[src/rtl/regfile_sb_if.sv]
// regfile_sb_if -- bundle of the register-file / scoreboard signals.
//
// master : pipeline side. Drives the writeback, the read addresses and
//          operand-use flags, and the issue request. Receives read data,
//          stall and the pending count.
// slave  : register file side (regfile_sb).
//
// Signals
//   RegWr, Rd, WBus : writeback enable, destination address, data
//   Rs1, Rs2        : read addresses
//   Use1, Use2      : the read port's operand is consumed this cycle
//   Issue, IssueRd  : an instruction writing IssueRd enters the pipeline
//   Bus1, Bus2      : read data (combinational)
//   Stall           : a consumed operand still has a write outstanding
//   PendCnt         : number of registers with a write outstanding
interface regfile_sb_if #(
  parameter int WIDTH  = 16,
  parameter int ADDR_W = 3
);
  logic              RegWr;
  logic [ADDR_W-1:0] Rd;
  logic [WIDTH-1:0]  WBus;
  logic [ADDR_W-1:0] Rs1;
  logic [ADDR_W-1:0] Rs2;
  logic              Use1;
  logic              Use2;
  logic              Issue;
  logic [ADDR_W-1:0] IssueRd;
  logic [WIDTH-1:0]  Bus1;
  logic [WIDTH-1:0]  Bus2;
  logic              Stall;
  logic [ADDR_W:0]   PendCnt;

  modport master (
    output RegWr, Rd, WBus, Rs1, Rs2, Use1, Use2, Issue, IssueRd,
    input  Bus1, Bus2, Stall, PendCnt
  );

  modport slave (
    input  RegWr, Rd, WBus, Rs1, Rs2, Use1, Use2, Issue, IssueRd,
    output Bus1, Bus2, Stall, PendCnt
  );
endinterface

[src/rtl/regfile_sb.sv]
// regfile_sb -- two-read / one-write register file with a pending-write
// scoreboard.
//
// Reads are combinational with write-first bypass from the writeback port.
// Each register carries a pending bit, set when an instruction targeting it
// issues and cleared when its writeback arrives. Stall flags a consumed
// operand whose register is pending and is not being written this cycle.
// PendCnt is a registered popcount of the pending vector.
//
// Ports
//   clk   : single clock, all state changes on the rising edge
//   reset : synchronous, active-high; clears data, pending bits and count
//   bus   : regfile_sb_if.slave (see the interface for signal meanings)
//
// Parameters
//   WIDTH    : register width in bits
//   ADDR_W   : address width; 2**ADDR_W registers
//   ZERO_REG : when 1, register 0 reads as zero and ignores writes/issues
module regfile_sb #(
  parameter int WIDTH    = 16,
  parameter int ADDR_W   = 3,
  parameter int ZERO_REG = 0
) (
  input logic          clk,
  input logic          reset,
  regfile_sb_if.slave  bus
);

  localparam int NREG = 2 ** ADDR_W;
  localparam bit ZR   = (ZERO_REG != 0);

  logic [WIDTH-1:0] rf [NREG];
  logic [NREG-1:0]  pending;
  logic [NREG-1:0]  pending_nxt;
  logic [ADDR_W:0]  pend_cnt;
  logic [ADDR_W:0]  pend_cnt_nxt;

  // Effective write/issue strobes: a hardwired-zero register swallows both.
  logic wr_en;
  logic iss_en;

  assign wr_en  = bus.RegWr && !(ZR && (bus.Rd == '0));
  assign iss_en = bus.Issue && !(ZR && (bus.IssueRd == '0));

  // Next pending vector: the writeback clears first, then a same-cycle issue
  // sets, so a new producer to the same register leaves it pending.
  always_comb begin
    // NOTE: every always_comb output gets a default on entry; a path that
    // leaves it unassigned would infer a latch.
    pending_nxt  = pending;
    pend_cnt_nxt = '0;
    if (wr_en)  pending_nxt[bus.Rd]      = 1'b0;
    if (iss_en) pending_nxt[bus.IssueRd] = 1'b1;
    for (int i = 0; i < NREG; i++) begin
      pend_cnt_nxt = pend_cnt_nxt + (ADDR_W + 1)'(pending_nxt[i]);
    end
  end

  always_ff @(posedge clk) begin
    if (reset) begin
      // NOTE: the data array is reset as well as the control state, because
      // a read straight after reset must return zero; a storage array that
      // need not be initialised would normally be left out of reset.
      for (int i = 0; i < NREG; i++) rf[i] <= '0;
      pending  <= '0;
      pend_cnt <= '0;
    end else begin
      // NOTE: non-blocking assignments so every register samples the values
      // from before this edge, independent of statement order.
      if (wr_en) rf[bus.Rd] <= bus.WBus;
      pending  <= pending_nxt;
      pend_cnt <= pend_cnt_nxt;
    end
  end

  assign bus.PendCnt = pend_cnt;

  // Read ports. Bypass is off during reset so the array itself is visible.
  logic byp1;
  logic byp2;
  logic hit1;
  logic hit2;

  always_comb begin
    byp1 = !reset && wr_en && (bus.Rd == bus.Rs1);
    byp2 = !reset && wr_en && (bus.Rd == bus.Rs2);

    bus.Bus1 = byp1 ? bus.WBus : rf[bus.Rs1];
    bus.Bus2 = byp2 ? bus.WBus : rf[bus.Rs2];
    // Register 0 may never have been reset yet; force zero explicitly.
    if (ZR && (bus.Rs1 == '0)) bus.Bus1 = '0;
    if (ZR && (bus.Rs2 == '0)) bus.Bus2 = '0;
  end

  // A writeback arriving this cycle satisfies the operand through bypass.
  // Register 0 is never pending when hardwired, so it can never stall.
  always_comb begin
    hit1 = bus.RegWr && (bus.Rd == bus.Rs1);
    hit2 = bus.RegWr && (bus.Rd == bus.Rs2);
    bus.Stall = !reset &&
                ((bus.Use1 && pending[bus.Rs1] && !hit1) ||
                 (bus.Use2 && pending[bus.Rs2] && !hit2));
  end

endmodule
[src/flat_wrapper.sv]
// flat-port wrapper written by rule: the top's interface ports become plain ports
module regfile_sb_flat 
#(
  parameter int WIDTH    = 16,
  parameter int ADDR_W   = 3,
  parameter int ZERO_REG = 0
)
  (clk, reset, bus_RegWr, bus_Rd, bus_WBus, bus_Rs1, bus_Rs2, bus_Use1, bus_Use2, bus_Issue, bus_IssueRd, bus_Bus1, bus_Bus2, bus_Stall, bus_PendCnt);
  regfile_sb_if #(.WIDTH(WIDTH), .ADDR_W(ADDR_W)) bus_i ();
  input logic clk;
  input logic reset;
  input wire logic [$bits(bus_i.RegWr)-1:0] bus_RegWr;
  input wire logic [$bits(bus_i.Rd)-1:0] bus_Rd;
  input wire logic [$bits(bus_i.WBus)-1:0] bus_WBus;
  input wire logic [$bits(bus_i.Rs1)-1:0] bus_Rs1;
  input wire logic [$bits(bus_i.Rs2)-1:0] bus_Rs2;
  input wire logic [$bits(bus_i.Use1)-1:0] bus_Use1;
  input wire logic [$bits(bus_i.Use2)-1:0] bus_Use2;
  input wire logic [$bits(bus_i.Issue)-1:0] bus_Issue;
  input wire logic [$bits(bus_i.IssueRd)-1:0] bus_IssueRd;
  output wire logic [$bits(bus_i.Bus1)-1:0] bus_Bus1;
  output wire logic [$bits(bus_i.Bus2)-1:0] bus_Bus2;
  output wire logic [$bits(bus_i.Stall)-1:0] bus_Stall;
  output wire logic [$bits(bus_i.PendCnt)-1:0] bus_PendCnt;
  assign bus_i.RegWr = bus_RegWr;
  assign bus_i.Rd = bus_Rd;
  assign bus_i.WBus = bus_WBus;
  assign bus_i.Rs1 = bus_Rs1;
  assign bus_i.Rs2 = bus_Rs2;
  assign bus_i.Use1 = bus_Use1;
  assign bus_i.Use2 = bus_Use2;
  assign bus_i.Issue = bus_Issue;
  assign bus_i.IssueRd = bus_IssueRd;
  assign bus_Bus1 = bus_i.Bus1;
  assign bus_Bus2 = bus_i.Bus2;
  assign bus_Stall = bus_i.Stall;
  assign bus_PendCnt = bus_i.PendCnt;
  regfile_sb #(.WIDTH(WIDTH), .ADDR_W(ADDR_W), .ZERO_REG(ZERO_REG)) u_core (.clk(clk), .reset(reset), .bus(bus_i));
endmodule
[config.mk]
export PLATFORM = sky130hd
export DESIGN_NAME = regfile_sb_flat
export DESIGN_NICKNAME = d
export VERILOG_FILES = /design/src/rtl/regfile_sb_if.sv /design/src/rtl/regfile_sb.sv /design/src/flat_wrapper.sv
export SDC_FILE = /design/constraint.sdc
export NUM_CORES = 1
export LEC_CHECK = 0
export CORE_ASPECT_RATIO = 0.7
export CORE_MARGIN = 3
export CORE_UTILIZATION = 50
export DETAILED_ROUTE_END_ITERATION = 10
export PLACE_DENSITY_LB_ADDON = 0.2
export SLEW_MARGIN = 20
export SYNTH_ARGS = -nofsm -noshare
export SYNTH_HDL_FRONTEND = slang
export SYNTH_SLANG_ARGS = --single-unit
[constraint.sdc]
create_clock -name clk -period 5.74 [get_ports clk]
set_input_delay 1.148 -clock clk [delete_from_list [all_inputs] [get_ports clk]]
set_output_delay 1.148 -clock clk [all_outputs]
set_load 0.005 [all_outputs]
* Word level (Yosys, flattened, before mapping)
Memory sizes are Yosys's and may differ from the RTL's.
Cells that the tools add are included.
W data, S select, Z words.
** Word-level totals
- Output and inout port bits :: 37
- Memory bits (writable) :: 128
- Bits in registers :: 12
- Memories :: 1
- Input port bits :: 34
** Operators by class
- $lt $le $gt $ge :: 6
- Muxes and demuxes :: 20
- Add/sub/neg operators :: 7
- Bitwise operators :: 3
- Reductions and logical operators :: 17
- Eq/ne operators :: 2
** Memory list
- u_core.rf :: depth 8, width 16, read ports 2, clocked after Yosys merged registers in 0, wr ports 8, RTL line regfile_sb.sv:32 : logic [WIDTH-1:0] rf [NREG];
** Operators by type and width (count)
- $mux W16 :: 3
- $add A4 B1 Y4 :: 6
- $lt A3 B4 Y1 const B :: 4
- $mux W8 :: 2
- $reduce_or A16 Y1 :: 1
- $logic_and A1 B1 Y1 :: 12
- $mux W1 :: 10
- $and A8 B8 Y8 :: 1
- $not A8 Y8 :: 1
- $or A8 B8 Y8 :: 1
- $bmux W1 S3 :: 2
- $demux W1 S3 :: 2
- $eq A3 B3 Y1 :: 2
- $ge A3 B1 Y1 const B :: 2
- $logic_not A1 Y1 :: 3
- $mux W3 :: 1
- $add A1 B1 Y2 :: 1
- $logic_or A1 B1 Y1 :: 1

* Logic depth before layout (Yosys ltp)
Gate-level depths: netlist (run 1).
- Word-level depth :: 16
- Mapped depth :: 14
- Gate-level depth less buffers :: 13

* Worst setup path after synthesis (run 1)
No wires, ideal clock.
- Kind :: input-to-reg
- Start :: input port bus_Rd[2]
- End :: register u_core.pend_cnt[1] (netlist: u_core.bus.PendCnt[1])
- Setup time :: 0.066 ns
- Setup slack :: 1.469 ns
- Stages :: 13
- Data required time :: 5.674 ns
- Path buffers :: 1
- Arrival :: 4.205 ns
- Path through :: buf_2 and2b_1 nand2_1 a22o_1 ha_1 fa_1 inv_1 fa_1 inv_1 fa_1 inv_1 fa_1 nor2_1
** On the way
- Cells in the longest elaborated chain, start to end :: 16
- Elaborated cells between the ends (all ways) :: 17
- Those cells by class :: add/sub: 7; order compare: 2; mux: 4; bitwise: 3; reduce/logical: 1
** RTL lines
- start, declared :: RTL line flat_wrapper.sv:13 : input wire logic [$bits(bus_i.Rd)-1:0] bus_Rd;
- $lt A3 B4 Y1 (implied by the code) / $ge A3 B1 Y1 (equally long branches) :: RTL line regfile_sb.sv:52 : if (wr_en) pending_nxt[bus.Rd] = 1'b0;
- $logic_and A1 B1 Y1 (implied by the code) :: RTL line regfile_sb.sv:52
- $mux W1 (implied by the code) :: RTL line regfile_sb.sv:52
- $demux W1 S3 (*)
- $not A8 Y8 (no source line) (*)
- $and A8 B8 Y8 (no source line) (*)
- $mux W8 (*) :: RTL line regfile_sb.sv:52
- $or A8 B8 Y8 (no source line)
- $mux W8 (*) :: RTL line regfile_sb.sv:53 : if (iss_en) pending_nxt[bus.IssueRd] = 1'b1;
- named net u_core.pending_nxt[1] :: RTL line regfile_sb.sv:34 : logic [NREG-1:0] pending_nxt;
- $add A1 B1 Y2 (*) :: RTL line regfile_sb.sv:55 : pend_cnt_nxt = pend_cnt_nxt + (ADDR_W + 1)'(pending_nxt[i]);
- $add A4 B1 Y4 (*) (6 in series) :: RTL line regfile_sb.sv:55
- end signal, assigned :: RTL line regfile_sb.sv:72 : pend_cnt <= pend_cnt_nxt;
- end, declared :: RTL line regfile_sb.sv:35 : logic [ADDR_W:0] pend_cnt;
Mark *: on every way through the listed nets, which the timed path passes. The rest lies on a longest branch.
A chain may end at the register's enable or synchronous reset.

* Worst setup path in the final report (run 1)
- Start :: input port bus_Rs2[1]
- End :: output port bus_Bus2[14]
** On the way
- Cells in the longest elaborated chain, start to end :: 3
- Elaborated cells between the ends (all ways) :: 4
- Those cells by class :: eq/ne: 1; mux: 1; reduce/logical: 1; memory: 1
** RTL lines
- start, declared :: RTL line flat_wrapper.sv:16 : input wire logic [$bits(bus_i.Rs2)-1:0] bus_Rs2;
- parallel branches: the longest is 2 deep, another holds $mem_v2 Z8 W16
- $mux W16 (*) :: RTL line regfile_sb.sv:89 : bus.Bus2 = byp2 ? bus.WBus : rf[bus.Rs2];
- end, declared :: RTL line flat_wrapper.sv:22 : output wire logic [$bits(bus_i.Bus2)-1:0] bus_Bus2;
Mark *: on every way between the ends.

==> results.md, run 1 <==
- The flow ran to the end, and the final reports show no timing, DRC or antenna violations.
- The worst setup path is captured at an output port.
- The number of inserted diodes is 0.
- The synthesized area per cell is 15.3 um^2.
- For this run, the register share of the synthesized area comes to 50.3%.
- In this run the post-CTS setup repair buffer count came out at 0.
- The switching share of power is 24.9%.
- The final estimated routing congestion in global placement is 0.847.
- The fraction of synthesized cell area taken by the top area cell type is 47.3%.
- The maximum clock skew at final layout is 0.00758 ns.
- The number of flops mapped to enable cells by yosys is 128.
- The worst setup slack for register-to-register paths is 2.65 ns.
- The CTS tree is done.
- The transition time of the tightest slew-check pin is 1.09 ns.
- The clock latency reported for the late side of the worst-skew pair is 0.42 ns.
- The area used by sequential logic in the layout is 4080 um^2.
- Summing over every cut layer, the via total after detailed routing is 5,045.
- The cell area power density is 282 nW/um^2.
- The hold violation total from the final report is 0.
- After clock tree synthesis, the clock-pin slew on the worst setup and hold paths is 0.07 ns.
- Combinational logic burns 15.4% of the power.
- By area the synthesized netlist is led by edfxtp_1, and2_1, mux4_1, mux4_2, mux2_2.
- The number of global-route vias before repair is 5,206.
- After detailed routing, the total wire length is 20,000 um.
- The type of the worst setup path is in2out.
- The arrival time of data at the critical path endpoint is 3.75 ns.
- The highest achievable clock rate is 204 MHz.
- 71 I/O pins were placed.
- Prior to clock tree synthesis, the placed netlist has a worst setup slack of 0.806 ns.
- The standard cell core area is 15,700 um^2.
- Synthesis instantiated 40 different standard cells from the library.
- Across every metal layer, demand over resource in global routing totals 23.5%.
- The top fanout value on the critical path is 14.
- The buffer levels on the longest clock path is 2.
- The leakage power is 3.45 nW.
- After layout, the worst path uses 85.3% of the clock period.
- For this configuration, the core starts out at a cell density of 51.8%.
- The number of rows created at floorplan is 38.
- The first global-routing pass estimated 30,700 um of wire.
- The type of the most critical hold path is reg2reg.
- Excluding fillers, the count of instances in the completed layout stands at 821.
- The die covers 17,800 um^2.
- The post-synthesis instance total is 532.
- The detailed router finished its first iteration with 349 violations.
- The worst pin sits at a relative slew slack of 27.2%.
- The multi-input gate area in the final layout is 3790 um^2.
- Power comes to 2.71 mW.
- Compared with the post-synthesis result, the final layout area differs by 18.3%.
- The clock tree synthesis step divided the H-tree into 4 levels.
- Across all hold checks on the routed design, the worst slack comes to 0.599 ns.
- STA puts the critical path data required time at 4.59 ns.
- The average wire length per cell after detail routing is 24.4 um.
- For this design, the CTS-stage hold fixing added 0 buffers.
- The final setup TNS is 0 ns.
- The count of final max-slew check failures is 0.
- Counting every net in the synthesized netlist gives 573.
- The portion of total power attributed to sequential cells is 44.7%.
- The x dimension of the die is 158 um.
- The total placed cells including tap cells is 789.
- During placement, the flow inserted port buffers numbering 70.
- The power share of the clock group is 39.9%.
- The type of element launching the critical path is an input port.
- Setup repair after global routing left no endpoint under its margin.
- By count the netlist is led by and2_1, edfxtp_1, mux2_2, mux4_2, mux4_1.
- For this run the aggregate overflow at the end of global routing stands at 0.
- The filler cells instantiated in the layout total 1,173.
- The total of cells resized after clock tree synthesis is 0.
- The number of antenna violations at the first check in global routing is 0.
- The via density per instance is 6.14.
- The internal power consumption is 2.04 mW.
- After synthesis the cells add up to 8120 um^2.
- The summed area of non-filler cells in the final layout is 9600 um^2.
- Once detail routing completed, the nets flagged for antenna violations numbered 0.
- The library cell used as clock root buffer is clkbuf_16.
- The synthesis warning total is 0.
- The least setup slack across all paths after layout is 0.845 ns.
- The detailed placer's ending HPWL is 12,400 um.
- The number of buffers added by the clock tree synthesis step is 17.
- The net switching component of the power is 0.675 mW.
- Max-cap violations in this run came to 0.
- The proportion of layout cells with a drive suffix above 1 is 26.4%.
- The DRC violation count after routing is 0.
- Entering global routing, the biggest net connects 30 pins.
- Measured on the finished design, the core utilization comes to 61.2%.
- The async set-or-reset flop fraction in the synthesized netlist is 0%.
- edfxtp_1 takes more of the synthesized area than any other cell.
- The standard cell area after detailed placement is 9020 um^2.
- Across the VDD grid, the largest voltage drop is 233 uV.
- The minimum clock period is 4.89 ns.
- For this design, the sink count on the clock tree is 140.
- The detailed-router iteration count before antenna repair is 5.
- The register bit count reported by yosys is 140.
- The most common flop cell mapped by yosys is edfxtp_1.
- Setup violations remaining at the end of the flow were counted as 0.
- The die is 113 um tall.
- The final net count is 649.
-- flip-flops by register name, indices dropped and copies added, names as in the netlist --
register            count
u_core.pending          8
u_core.rf             128
u_core.bus.PendCnt      4
-- power by group through the flow --
stage	Clock (mW)	Combinational [mW]	Sequential, mW
6_report	1.08	0.417	1.21
5_1_grt	1.14	0.449	1.22
4_1_cts	1.09	0.421	1.21
3_5_place_dp	0	0.417	1.23
3_3_place_gp	0	0.413	1.22
2_1_floorplan	0	0.249	1.22
-- worst max-delay path, cell delays in order --
cell	delay, ns
clkdlybuf4s50_1	0.85
buf_4	0.37
mux4_2	0.36
mux2_2	0.29
mux2_2	0.26
clkdlybuf4s50_1	0.45
-- layout make-up --
cell class              instances  area share [%]
inverters                       5           0.195
clock buffers                  18            4.47
clock inverters                14            1.58
well taps                     200            2.61
multi-input cells             351            39.5
repair buffers                 93            9.12
flip-flops and latches        140            42.5
-- kinds of logic after synthesis --
| group | after synthesis | synth area share, % |
|---|---|---|
| AOI/OAI and AO/OA | 15 | 1.53 |
| xor gates and xnor gates | 7 | 0.755 |
| adders and majority gates | 7 | 1.45 |
| buffers and inverters | 41 | 3.11 |
| DFF | 140 | 50.3 |
| muxes | 135 | 29.1 |
| and+or+nand+nor | 187 | 13.8 |
-- final timing paths --
path | startpoint | end | depth (start not counted)
setup / recovery | bus_Rs2[1] | bus_Bus2[14] | 6
setup reg to reg | u_core.pending[1] | u_core.bus.PendCnt[1] | 10
hold reg to reg | u_core.pending[6] | u_core.pending[6] | 2
hold / removal | u_core.pending[6] | u_core.pending[6] | 2
-- layout by cell type, fill, tap and decap left out, types with 14 or more instances in the layout --
master,instances
and2_1,128
edfxtp_1,128
clkdlybuf4s50_1,68
mux2_2,66
mux4_2,34
mux4_1,30
buf_4,22
clkbuf_16,17
nor2b_1,14
-- per-layer routing --
| metal | track usage, % | routed length (um) | vias to the layer above | part of all wire [%] |
|---|---|---|---|---|
| li1 | - | - | 2215 | - |
| met1 | 32.5 | 8440 | 2559 | 42 |
| met2 | 38.8 | 10000 | 244 | 50 |
| met3 | 4.05 | 1240 | 27 | 6.2 |
| met4 | 6.36 | 304 | 0 | 1.5 |
| met5 | 0 | 0 | - | 0 |
No activity file was read; power rests on OpenSTA's default activity.
==> run 2: changes to the inputs <==
--- a/config.mk
+++ b/config.mk
@@ -5,9 +5,11 @@
 export SDC_FILE = /design/constraint.sdc
 export NUM_CORES = 1
 export LEC_CHECK = 0
+export CELL_PAD_IN_SITES_DETAIL_PLACEMENT = 0
+export CELL_PAD_IN_SITES_GLOBAL_PLACEMENT = 2
 export CORE_ASPECT_RATIO = 0.7
 export CORE_MARGIN = 3
-export CORE_UTILIZATION = 50
+export CORE_UTILIZATION = 46
 export DETAILED_ROUTE_END_ITERATION = 10
 export PLACE_DENSITY_LB_ADDON = 0.2
 export SLEW_MARGIN = 20
==> results.md, run 2 (synthesis gave the netlist of run 1 again) <==
- The number of failing setup endpoints in the final timing report is 0 (unchanged).
- The number of antenna violations at the first check in global routing was 0 (unchanged).
- The summed area of non-filler cells in the final layout is 9600 um^2 (about the same).
- The worst stage delay on the critical path is 0.57 ns (was 0.85 ns).
- The internal power consumption is 2.01 mW (was 2.04 mW).
- The capturing element type of the critical path was an output port (unchanged).
- The maximum ir drop on the vdd rail is 169 uV (was 233 uV).
- The post-cts hold buffer count is 0 (unchanged).
- The top register by number of flip-flops is u_core.rf (unchanged).
- The detailed placer's ending HPWL was 13,000 um (was 12,400 um).
- The clock latency reported for the late side of the worst-skew pair came to 0.41 ns (was 0.42 ns).
- The total setup buffers inserted after CTS is 0 (unchanged).
- The number of nets with antenna violations after routing came to 0 (unchanged).
- The critical-path cell with the highest stage delay is mux4_1 (was clkdlybuf4s50_1).
- The maximum clock skew at final layout is 0.00886 ns (was 0.00758 ns).
- The top fanout value on the critical path is 18 (was 14).
- The clock-pin slew of the registers on the worst-case setup and hold paths is 0.05 ns (was 0.07 ns).
- The count of routing violations after the opening detailed-route iteration is 438 (was 349).
- The minimum clock period is 4.77 ns (was 4.89 ns).
- The arrival time of data at the critical path endpoint is 3.62 ns (was 3.75 ns).
- The type of the most critical hold path is reg2reg (unchanged).
- The leakage power is 3.44 nW (was 3.45 nW).
- The switching share of power is 23.8% (was 24.9%).
- The worst-case headroom to the max-slew limit is 28.3% (was 27.2%).
- The number of flip-flops under the largest register name came to 128 (unchanged).
- The number of global-route vias before repair is 5,076 (was 5,206).
- The area growth from synthesis to layout is 18.2% (was 18.3%).
- Critical path cell sequence: buf_2 > buf_4 > mux4_1 > mux2_2 > mux2_2 > clkdlybuf4s50_1 (was clkdlybuf4s50_1 > buf_4 > mux4_2 > mux2_2 > mux2_2 > clkdlybuf4s50_1).
- The top-level I/O count came to 71 (unchanged).
- RSZ-0062 raised after global routing: false (unchanged).
- The total die area is 19,300 um^2 (was 17,800 um^2).
- The number of rows created at floorplan is 39 (was 38).
- The cell area power density is 275 nW/um^2 (was 282 nW/um^2).
- The hold violation total from the final report came to 0 (unchanged).
- The type of element launching the critical path was an input port (unchanged).
- The worst setup slack for register-to-register paths came to 2.67 ns (was 2.65 ns).
- The portion of total power attributed to combinational logic is 16.0% (was 15.4%).
- The average wire length per cell after detail routing is 24.5 um (was 24.4 um).
- The total global routing track utilization was 22.7% (was 23.5%).
- The proportion of layout cells with a drive suffix above 1 is 25.7% (was 26.4%).
- The number of buffers added by the clock tree synthesis step was 17 (unchanged).
- The power share of the clock group is 38.1% (was 39.9%).
- The transition time of the tightest slew-check pin was 1.08 ns (was 1.09 ns).
- The required time of the worst setup path is 4.59 ns (about the same).
- The detailed-router iteration count before antenna repair is 6 (was 5).
- The count of input and output buffers is 70 (unchanged).
- The standard cell core area was 16,800 um^2 (was 15,700 um^2).
- The library cell used as clock root buffer is clkbuf_16 (unchanged).
- The final wirelength came to 20,800 um (was 20,000 um).
- The final cycle utilization of the critical path is 83.0% (was 85.3%).
- The final net count is 651 (was 649).
- The CTS tree is done (unchanged).
- The final setup TNS is 0 ns (unchanged).
- The highest achievable clock rate is 210 MHz (was 204 MHz).
- The via density per instance is 5.85 (was 6.14).
- The total of cells resized after clock tree synthesis came to 0 (unchanged).
- The maximum level of the CTS H-tree came to 4 (unchanged).
- The type of the worst setup path is in2out (unchanged).
- The portion of total power attributed to sequential cells is 45.9% (was 44.7%).
- The net switching component of the power is 0.629 mW (was 0.675 mW).
- The total overflow reported by the global router was 0 (unchanged).
- The maximum number of pins on one net before global-route repair is 33 (was 30).
- The number of sinks driven by the clock tree is 140 (unchanged).
- The number of max-cap violations is 0 (unchanged).
- The count of final max-slew check failures is 0 (unchanged).
- The number of inserted diodes is 0 (unchanged).
- The most frequent cell on the critical path is mux2_2.
- The initial cell density of the core is 48.4% (was 51.8%).
- The buffer levels on the longest clock path is 2 (unchanged).
- Run status: complete, no violations (unchanged).
- Most used cells in the layout excluding fill and tap cells: and2_1, edfxtp_1, clkdlybuf4s50_1 (unchanged).
- The standard cell area after detailed placement is 9070 um^2 (was 9020 um^2).
- The wire length of the first global-routing pass is 31,600 um (was 30,700 um).
- The total number of vias is 4,955 (was 5,045).
- The x dimension of the die is 165 um (was 158 um).
- The die height is 117 um (was 113 um).
- The final estimated routing congestion in global placement is 0.840 (was 0.847).
- The DRC violation count after routing is 0 (unchanged).
==> run 2: cell count changes in the layout (fill, tap and decap cells not counted), moves of 2 or more <==
cell        change
inv_8           -2
clkinv_2        +2
clkinv_1        +6
inv_6           -3
nand2b_2        -2
clkinvlp_4      -2
nand2b_1        +2
buf_4           +2
==> run 2: final cells by class <==
cell class,instances,area [um^2]
fillers,1318,7180
well taps,225,282
inverters,5,18.8
clock inverters,14,104
multi-input cells,351,3800
repair buffers,95,891
flip-flops and latches,140,4080
clock buffers,17,425
==> run 2: per-stage QoR <==
| stage | setup slack, ns | utilization [%] | std cells | total power [mW] | hold WS, ns |
|---|---|---|---|---|---|
| 2_1_floorplan | 1.47 | - | 532 | 1.47 | 0.510 |
| 3_3_place_gp | 0.887 | 54.0 | 816 | 1.65 | 0.580 |
| 3_5_place_dp | 0.803 | 54.0 | 816 | 1.66 | 0.588 |
| 4_1_cts | 0.940 | 57.2 | 847 | 2.65 | 0.622 |
| 5_1_grt | 0.858 | 57.2 | 847 | 2.73 | 0.665 |
| 6_report | 0.974 | 57.2 | 847 | 2.64 | 0.637 |
==> run 2: power by group through the flow <==
| stage | clock [mW] | sequential, mW | combinational, mW |
|---|---|---|---|
| after global routing | 1.05 | 1.22 | 0.455 |
| final | 1.01 | 1.21 | 0.422 |
| after global placement | 0 | 1.23 | 0.420 |
| after CTS | 1.01 | 1.21 | 0.427 |
| after detailed placement | 0 | 1.23 | 0.424 |
| after floorplan | 0 | 1.22 | 0.249 |
==> run 2: per-layer routing <==
layer / GRT usage [%] / routed length, um / vias to the layer above
met2: 37.2 / 10000 / 172
li1: - / - / 2214
met5: 0 / 0 / -
met4: 4.41 / 123 / 0
met1: 31.7 / 9230 / 2557
met3: 5.35 / 1400 / 12
==> run 2: worst paths after layout <==
kind,start,endpoint,depth (start not counted)
max,bus_Rs1[0],bus_Bus1[9],6
min,u_core.pending[6],u_core.pending[6],2
max reg2reg,u_core.pending[1],u_core.bus.PendCnt[1],10
min reg2reg,u_core.pending[6],u_core.pending[6],2
==> run 2: critical path: cells and delay by family <==
family | cells | cell delay, ns
multiplexers | 3 | 1.09
buffers and inverters | 3 | 1.33
==> run 3: changes to the inputs <==
--- a/config.mk
+++ b/config.mk
@@ -9,7 +9,7 @@
 export CELL_PAD_IN_SITES_GLOBAL_PLACEMENT = 2
 export CORE_ASPECT_RATIO = 0.7
 export CORE_MARGIN = 3
-export CORE_UTILIZATION = 46
+export CORE_UTILIZATION = 43
 export DETAILED_ROUTE_END_ITERATION = 10
 export PLACE_DENSITY_LB_ADDON = 0.2
 export SLEW_MARGIN = 20
==> constraint.sdc (replaced) <==
create_clock -name clk -period 4.4 [get_ports clk]
set_input_delay 0.88 -clock clk [delete_from_list [all_inputs] [get_ports clk]]
set_output_delay 0.88 -clock clk [all_outputs]
set_load 0.005 [all_outputs]
==> results.md, run 3 (synthesis gave the netlist of run 1 again) <==
- Run status: complete, no violations (unchanged).
- The required time of the worst setup path is 3.52 ns (was 4.59 ns).
- The final cycle utilization of the critical path is 92.9%.
- The worst-case headroom to the max-slew limit came to 34.8% (was 28.3%).
- The number of antenna violations at the first check in global routing is 0 (unchanged).
- The total number of vias is 5,016 (was 4,955).
- RSZ-0062 raised after global routing: false (unchanged).
- The maximum ir drop on the vdd rail was 221 uV (was 169 uV).
- The leakage power is 3.57 nW (was 3.44 nW).
- The destination of the worst register-to-register timing path is u_core.bus.PendCnt[1] (unchanged).
- Most used cells in the layout excluding fill and tap cells: and2_1, edfxtp_1, clkdlybuf4s50_1 (unchanged).
- The highest achievable clock rate is 245 MHz.
- The total overflow reported by the global router is 0 (unchanged).
- The count of final max-slew check failures is 0 (unchanged).
- The arrival time of data at the critical path endpoint came to 3.21 ns (was 3.62 ns).
- The summed area of non-filler cells in the final layout is 9840 um^2 (was 9600 um^2).
- The CTS tree is done (unchanged).
- The wire length of the first global-routing pass is 32,700 um (was 31,600 um).
- The top fanout value on the critical path came to 8 (was 18).
- The number of global-route vias before repair is 5,303 (was 5,076).
- The detailed placer's ending HPWL is 13,700 um (was 13,000 um).
- The total global routing track utilization is 21.9% (was 22.7%).
- The worst setup slack for register-to-register paths was 1.29 ns (was 2.67 ns).
- The total setup buffers inserted after CTS was 0 (unchanged).
- The type of element launching the critical path was an input port (unchanged).
- The library cell used as clock root buffer is clkbuf_16 (unchanged).
- The post-cts hold buffer count is 0 (unchanged).
- The core utilization of the finished layout is 53.9% (was 57.2%).
- The average wire length per cell after detail routing is 24.8 um (was 24.5 um).
- The type of the worst setup path is in2out (unchanged).
- The reg-to-reg critical path startpoint is u_core.pending[1] (unchanged).
- The number of max-cap violations is 0 (unchanged).
- The via density per instance is 5.76 (was 5.85).
- The hold violation total from the final report was 0 (unchanged).
- The type of the most critical hold path is reg2reg (unchanged).
- The cell area power density was 379 nW/um^2 (was 275 nW/um^2).
- The number of sinks driven by the clock tree is 140 (unchanged).
- The transition time of the tightest slew-check pin is 0.977 ns (was 1.08 ns).
- The standard cell area after detailed placement came to 9200 um^2 (was 9070 um^2).
- The final estimated routing congestion in global placement is 0.776 (was 0.840).
- The source of the worst hold timing path is u_core.pending[6] (unchanged).
- The die height is 121 um (was 117 um).
- The number of inserted diodes came to 0 (unchanged).
- The maximum number of pins on one net before global-route repair is 37 (was 33).
- The final setup TNS came to 0 ns (unchanged).
- The number of nets with antenna violations after routing came to 0 (unchanged).
- The worst setup path endpoint is bus_Bus1[9] (unchanged).
- The number of flip-flops under the largest register name is 128 (unchanged).
- The buffer levels on the longest clock path is 2 (unchanged).
- The fill cell total of the finished layout is 1,507 (was 1,318).
- The detailed-router iteration count before antenna repair came to 5 (was 6).
- The count of input and output buffers is 70 (unchanged).
- Counting I/O delays and the setup requirement, the final critical path takes 4.09 ns.
- The total die area is 20,600 um^2 (was 19,300 um^2).
- The final wirelength came to 21,600 um (was 20,800 um).
- The top register by number of flip-flops is u_core.rf (unchanged).
- The count of routing violations after the opening detailed-route iteration was 384 (was 438).
- The number of rows created at floorplan came to 41 (was 39).
- The DRC violation count after routing came to 0 (unchanged).
- The launching element of the worst setup path was bus_Rd[1] (was bus_Rs1[0]).
- The clock latency reported for the late side of the worst-skew pair is 0.42 ns (was 0.41 ns).
- The number of buffers added by the clock tree synthesis step was 17 (unchanged).
- The maximum clock skew at final layout is 0.00586 ns (was 0.00886 ns).
- The standard cell core area came to 18,300 um^2 (was 16,800 um^2).
- The proportion of layout cells with a drive suffix above 1 is 28.0% (was 25.7%).
- The total of cells resized after clock tree synthesis came to 0 (unchanged).
- The clock-pin slew of the registers on the worst-case setup and hold paths is 0.06 ns (was 0.05 ns).
- The final net count is 664 (was 651).
- The maximum level of the CTS H-tree is 4 (unchanged).
- The x dimension of the die is 170 um (was 165 um).
- The capturing element type of the critical path is an output port (unchanged).
- The initial cell density of the core is 44.5% (was 48.4%).
- The number of failing setup endpoints in the final timing report was 0 (unchanged).
- The cell depth of the worst flop-to-flop path is 10 (unchanged).
- The top-level I/O count was 71 (unchanged).
- The area growth from synthesis to layout is 21.2% (was 18.2%).
-- run 3: cell types whose count changed in the layout (fill, tap and decap cells not counted), sizes merged --
cell / previous run / this run
clkdlybuf4s50: 68 / 67
clkinvlp: 2 / 1
clkinv: 9 / 7
bufinv: 1 / 5
inv: 7 / 6
buf: 27 / 41
-- run 3: through the flow --
stage / hold slack, ns / instances / total power [mW] / worst slack, ns
after floorplan: 0.510 / 532 / 1.91 / 0.397
after global routing: 0.694 / 871 / 3.85 / 0.203
after detailed placement: 0.619 / 840 / 2.18 / -0.0572
after global placement: 0.592 / 840 / 2.16 / 0.00888
final: 0.641 / 871 / 3.73 / 0.311
after CTS: 0.630 / 871 / 3.75 / 0.280
-- run 3: worst max-delay path: stages --
cell and delay (ns):
clkdlybuf4s50_1 0.52, buf_4 0.18, xnor2_1 0.12, nand4_1 0.25, nor2_2 0.19, buf_4 0.25, mux2_2 0.37, clkdlybuf4s50_1 0.45
-- run 3: worst min-delay path by stage --
stage / slack, ns / depth (start not counted) / endpoint
floorplan: 0.51 / 2 / u_core.pending[6]
global placement: 0.59 / 2 / u_core.pending[6]
detailed placement: 0.62 / 2 / u_core.pending[6]
CTS: 0.63 / 2 / u_core.pending[6]
global route: 0.69 / 2 / u_core.pending[6]
finish: 0.64 / 2 / u_core.pending[6]
-- run 3: cell type report --
| class | instances | area (um^2) | share of cell area [%] |
|---|---|---|---|
| clock buffers | 17 | 425 | 4.32 |
| clock inverters | 14 | 219 | 2.22 |
| inverters | 5 | 18.8 | 0.191 |
| multi-input cells | 351 | 3790 | 38.5 |
| flip-flops and latches | 140 | 4080 | 41.5 |
| well taps | 236 | 295 | 3.00 |
| repair buffers | 108 | 1010 | 10.2 |
-- run 3: per-layer routing --
layer	part of all wire [%]	global-route usage, %
met5	0	0
met4	1.1	5.27
met3	5.4	4.53
met2	50	37.3
met1	44	29.0
-- run 3: where the power goes --
part / switching (mW) / internal [mW]
clock network: 0.576 / 1.01
logic: 0.235 / 0.330
registers: 0.0414 / 1.54
